File: src/rtl/zmips_muldiv.sv
// zmips_muldiv: iterative 33-cycle HI/LO multiply/divide unit.
// Define ZMIPS_MULDIV_DIV_EN to build in the restoring divider.
module zmips_muldiv (
  input  logic        clk,
  input  logic        rst,
  input  logic        start,
  input  logic [1:0]  op,
  input  logic [31:0] a,
  input  logic [31:0] b,
  input  logic        hi_wr,
  input  logic        lo_wr,
  input  logic [31:0] wr_data,
  output logic        busy,
  output logic        done,
  output logic [31:0] hi,
  output logic [31:0] lo
);

  typedef enum logic [1:0] {
    S_IDLE,
    S_RUN,
    S_FIX
  } state_t;

  state_t      state;
  logic [4:0]  cnt;
  logic [31:0] acc_hi;
  logic [31:0] acc_lo;
  logic [31:0] op_m;
  logic        neg_q;

  logic        sgn;
  logic        a_neg;
  logic        b_neg;
  logic [31:0] a_mag;
  logic [31:0] b_mag;
  logic [32:0] mul_sum;
  logic [63:0] prod;

  assign sgn   = ~op[0];
  assign a_neg = sgn & a[31];
  assign b_neg = sgn & b[31];
  assign a_mag = a_neg ? (32'd0 - a) : a;
  assign b_mag = b_neg ? (32'd0 - b) : b;

  // acc_lo holds the multiplier and shifts out one bit per step
  assign mul_sum = {1'b0, acc_hi}
                 + (acc_lo[0] ? {1'b0, op_m} : 33'd0);

  assign prod = neg_q ? (64'd0 - {acc_hi, acc_lo})
                      : {acc_hi, acc_lo};

`ifdef ZMIPS_MULDIV_DIV_EN
  logic        is_div;
  logic        neg_r;
  logic        b_zero;
  logic [31:0] a_raw;
  logic [32:0] rem_sh;
  logic        fits;
  logic [31:0] rem_sub;
  logic [31:0] q_fix;
  logic [31:0] r_fix;

  assign rem_sh  = {acc_hi, acc_lo[31]};
  assign fits    = rem_sh >= {1'b0, op_m};
  assign rem_sub = rem_sh[31:0] - op_m;
  assign q_fix   = neg_q ? (32'd0 - acc_lo) : acc_lo;
  assign r_fix   = neg_r ? (32'd0 - acc_hi) : acc_hi;
`else
  logic        pend;
`endif

  always_ff @(posedge clk) begin
    if (rst) begin
      state  <= S_IDLE;
      cnt    <= 5'd0;
      acc_hi <= 32'd0;
      acc_lo <= 32'd0;
      op_m   <= 32'd0;
      neg_q  <= 1'b0;
      busy   <= 1'b0;
      done   <= 1'b0;
      hi     <= 32'd0;
      lo     <= 32'd0;
`ifdef ZMIPS_MULDIV_DIV_EN
      is_div <= 1'b0;
      neg_r  <= 1'b0;
      b_zero <= 1'b0;
      a_raw  <= 32'd0;
`else
      pend   <= 1'b0;
`endif
    end else begin
      done <= 1'b0;
`ifndef ZMIPS_MULDIV_DIV_EN
      pend <= 1'b0;
`endif
      case (state)
        S_IDLE: begin
          if (hi_wr) hi <= wr_data;
          if (lo_wr) lo <= wr_data;
`ifdef ZMIPS_MULDIV_DIV_EN
          if (start) begin
            state  <= S_RUN;
            busy   <= 1'b1;
            cnt    <= 5'd0;
            acc_hi <= 32'd0;
            acc_lo <= op[1] ? a_mag : b_mag;
            op_m   <= op[1] ? b_mag : a_mag;
            neg_q  <= a_neg ^ b_neg;
            is_div <= op[1];
            neg_r  <= a_neg;
            b_zero <= (b == 32'd0);
            a_raw  <= a;
          end
`else
          // divide requests are acknowledged without touching hi/lo
          if (pend) done <= 1'b1;
          if (start && op[1]) begin
            pend <= 1'b1;
          end else if (start) begin
            state  <= S_RUN;
            busy   <= 1'b1;
            cnt    <= 5'd0;
            acc_hi <= 32'd0;
            acc_lo <= b_mag;
            op_m   <= a_mag;
            neg_q  <= a_neg ^ b_neg;
          end
`endif
        end
        S_RUN: begin
          cnt <= cnt + 5'd1;
          if (cnt == 5'd31) state <= S_FIX;
`ifdef ZMIPS_MULDIV_DIV_EN
          if (is_div) begin
            acc_hi <= fits ? rem_sub : rem_sh[31:0];
            acc_lo <= {acc_lo[30:0], fits};
          end else begin
            acc_hi <= mul_sum[32:1];
            acc_lo <= {mul_sum[0], acc_lo[31:1]};
          end
`else
          acc_hi <= mul_sum[32:1];
          acc_lo <= {mul_sum[0], acc_lo[31:1]};
`endif
        end
        S_FIX: begin
          state <= S_IDLE;
          busy  <= 1'b0;
          done  <= 1'b1;
`ifdef ZMIPS_MULDIV_DIV_EN
          if (is_div && b_zero) begin
            hi <= a_raw;
            lo <= 32'hFFFF_FFFF;
          end else if (is_div) begin
            hi <= r_fix;
            lo <= q_fix;
          end else begin
            hi <= prod[63:32];
            lo <= prod[31:0];
          end
`else
          hi <= prod[63:32];
          lo <= prod[31:0];
`endif
        end
        default: begin
          state <= S_IDLE;
          busy  <= 1'b0;
        end
      endcase
    end
  end

endmodule

File: config.mk
export PLATFORM = sky130hd
export DESIGN_NAME = zmips_muldiv
export DESIGN_NICKNAME = d
export VERILOG_FILES = /design/src/rtl/zmips_muldiv.sv
export SDC_FILE = /design/constraint.sdc
export NUM_CORES = 1
export LEC_CHECK = 0
export CORE_UTILIZATION = 26
export CTS_BUF_LIST = sky130_fd_sc_hd__clkbuf_4
export DETAILED_ROUTE_END_ITERATION = 10
export GPL_TIMING_DRIVEN = 0
export PLACE_DENSITY = 0.49
export SLEW_MARGIN = 20
export SYNTH_ARGS = -nofsm -noshare
export SYNTH_HDL_FRONTEND = slang
export SYNTH_SLANG_ARGS = --single-unit
export TNS_END_PERCENT = 5
File: constraint.sdc
create_clock -name clk -period 7.9 [get_ports clk]
set_clock_uncertainty 0.15 [all_clocks]
set_input_delay 1.58 -clock clk [delete_from_list [all_inputs] [get_ports clk]]
set_output_delay 1.58 -clock clk [all_outputs]
set_load 0.01 [all_outputs]
==> impl_metrics.json <==
{
  "status": "complete, no violations",
  "worstMarginPinSlew_ps": 951,
  "grt_pass1_wl_um": 68600,
  "fp.dieH_um": 208,
  "worstSetupPathType": "reg -> reg",
  "cp.depth": 13,
  "path_cells": "clkbuf_1 > clkbuf_1 > and2_1 > ha_1 > inv_1 > fa_1 > nand2b_1 > a21oi_1 > o21ai_0 > o31a_1 > o41ai_1 > mux2i_1 > nand2_1",
  "ys_seq_elements": 171,
  "firstDrtPassIters": 7,
  "yosys_warnings": 0,
  "clkLatencyLatePin_ps": 600,
  "ctsResizeCount": 0,
  "ios": 169,
  "r2r_start": "acc_lo[0]",
  "fp.dieW_um": 208,
  "post-route-min-period_ps": 4450,
  "die-area_mm2": 0.0432,
  "cts_setup_buffers": 0,
  "synthTopCellsByArea": "dfxtp_1 31%, xor2_1 6.3%, nor2_1 5.8%",
  "area_growth_pct": 24.4,
  "cts_root_buffer": "clkbuf_4",
  "synth_xor_area_share_pct": 10.3,
  "relSlewSlack_pct": 36.6,
  "path_buf_inv": 3,
  "critical-path-max-stage-delay_ps": 590,
  "async_reset_ff_share_pct": 0,
  "reg2reg_depth": 13,
  "synth_top_family_by_area": "compound AO/OA/AOI/OAI gates",
  "synth_fa_ha_area_share_pct": 4.38,
  "clk_pin_slew_ps": 150,
  "rsz0062_at_grt": "no",
  "num_vias": 11600,
  "gp_congestion": 0.938,
  "ys_seq_area_share_pct": 31.1,
  "worstSetupStartpointType": "flop",
  "yosys.area.top_type_share_pct": 31.1,
  "htreeDepth": 4,
  "dp.cells": 2120,
  "critPathArrivalTime_ps": 4800,
  "worstSetupEndpointType": "flop",
  "multi_input_area_mm2": 0.00712,
  "vdd_drop_max_v": 0.0000878,
  "startpoint": "acc_lo[0]",
  "required_ps": 8250,
  "drt-wirelength-per-cell_um": 21.0,
  "drt_wl_total_um": 45200,
  "via_per_inst": 5.37,
  "finalNonFillerCells": 2151,
  "n_fill_cell": 4512,
  "drv_slew": 0,
  "yosys.area_share.simple_pct": 21.6,
  "netlist_instances": 1413,
  "synth_mux_area_share_pct": 0.363,
  "cts_buffers": 17,
  "cts.sinks": 171,
  "tns_ps": 0,
  "cap_violations": 0,
  "synth_compound_area_share_pct": 28.0,
  "finalSetupViolCount": 0,
  "fin_crit_sh_pct": 56.4,
  "postCtsHoldBufs": 0,
  "grt_max_degree": 17,
  "hpwlAfterDp_um": 36400,
  "syn_area_per_cell_um2": 7.80,
  "cts_tree": "built",
  "ys_types": 66,
  "drive_gt1_share_pct": 2.92,
  "synth_area_mm2": 0.0110,
  "power_density_mw_per_mm2": 148,
  "most-common-layout-cells": "171 x dfxtp_1, 170 x nor2_1, 168 x clkdlybuf4s50_1",
  "pre_cts_slack_ps": 3180,
  "synth_edf_count": 0,
  "regToRegSetupSlack_ps": 3450,
  "gr-total-overflow": 0,
  "worst_slack_ps": 3450,
  "fmax_ghz": 0.225,
  "cp_common_cell": "clkbuf_1",
  "synth_nets": 1554,
  "hold_depth": 2,
  "antenna_left": 0,
  "cpMaxStageDelayCell": "o41ai_1",
  "coreArea_mm2": 0.0419,
  "drcViolationCount": 0,
  "worstPathMaxFanout": 10,
  "grt_pass1_vias": 11000,
  "seqCellArea_mm2": 0.00342,
  "cp_top_family": "compound AO/OA/AOI/OAI gates",
  "hold_violations": 0,
  "cts_buffer_depth": 2,
  "antenna_found_initial": 1,
  "num_rows": 75,
  "grt_use_total_pct": 20.6,
  "min_from": "pend",
  "initial_core_util_pct": 26.3,
  "port_buffers": 168,
  "ys.flop_type": "dfxtp_1",
  "hold_class": "reg -> reg",
  "synth_area_leader_cell": "dfxtp_1",
  "drt-initial-drc-count": 937,
  "p_leak_nw": 4.89,
  "final_net_count": 1741,
  "final_common_cell": "dfxtp_1"
}
==> where the power goes <==
group	internal (mW)	switching (mW)
clock	0.292	0.314
combinational	0.197	0.273
sequential	0.908	0.0431
==> worst register-to-register path, stage by stage, from the launching register on <==
cell and delay, ps:
dfxtp_1 370, clkbuf_1 490, clkbuf_1 450, and2_1 210, ha_1 210, inv_1 70, fa_1 370, nand2b_1 210
a21oi_1 210, o21ai_0 240, o31a_1 470, o41ai_1 600, mux2i_1 250, nand2_1 60
==> worst paths after layout <==
kind | endpoint
setup reg to reg | acc_hi[29]
hold / removal | done
hold reg to reg | done
setup / recovery | acc_hi[29]
==> cell families (layout without fill, tap and decap cells) <==
family	count (synthesis)	count (layout)
buf+inv	124	322
flops	171	171
other cells	0	1
simple gates	494	494
compound gates	453	453
mux	4	4
fa+ha+maj	38	38
xor+xnor	129	129
==> through the flow <==
stage	instance area, um2	hold slack (ps)	power, mW	util (%)
after global placement	13400	286	1.43	31.9
after floorplan	11000	265	1.21	-
after detailed placement	13400	285	1.44	31.9
final	13700	300	2.03	32.7
after global routing	13700	336	2.12	32.7
after CTS	13700	304	2.04	32.7
==> synth_stat cells (all sizes together) (29+ instances only) <==
library cell	number
a211oi	54
a21oi	98
a222oi	29
and2	34
clkbuf	91
dfxtp	171
ha	37
nand2	111
nor2	170
nor3	29
o21ai	83
o31ai	31
xnor2	50
xor2	79
==> layer usage <==
layer,vias up,global-route usage [%],share of wire [%]
met3,49,2.90,5.7
li1,5629,-,-
met1,5496,29.8,49
met4,0,5.90,2.3
met2,387,31.7,43
met5,-,0,0
==> registers in the layout (all words and copies together), names as in the netlist <==
| register | cells |
|---|---|
| acc_hi | 32 |
| acc_lo | 32 |
| hi | 32 |
| lo | 32 |
| op_m | 32 |
| cnt | 5 |
| state | 2 |
| busy | 1 |
| done | 1 |
| neg_q | 1 |
| pend | 1 |
==> final cells by class <==
class | instances | share of cell area, %
antenna | 1 | 0.0183
buffer | 99 | 2.74
clock buffer | 21 | 1.15
clock inverter | 9 | 1.24
inverter | 25 | 0.685
multi-input combinational | 1118 | 52.0
sequential | 171 | 25.0
tap | 539 | 4.92
timing repair buffer | 168 | 12.3
No activity file was read; power rests on OpenSTA's default activity.
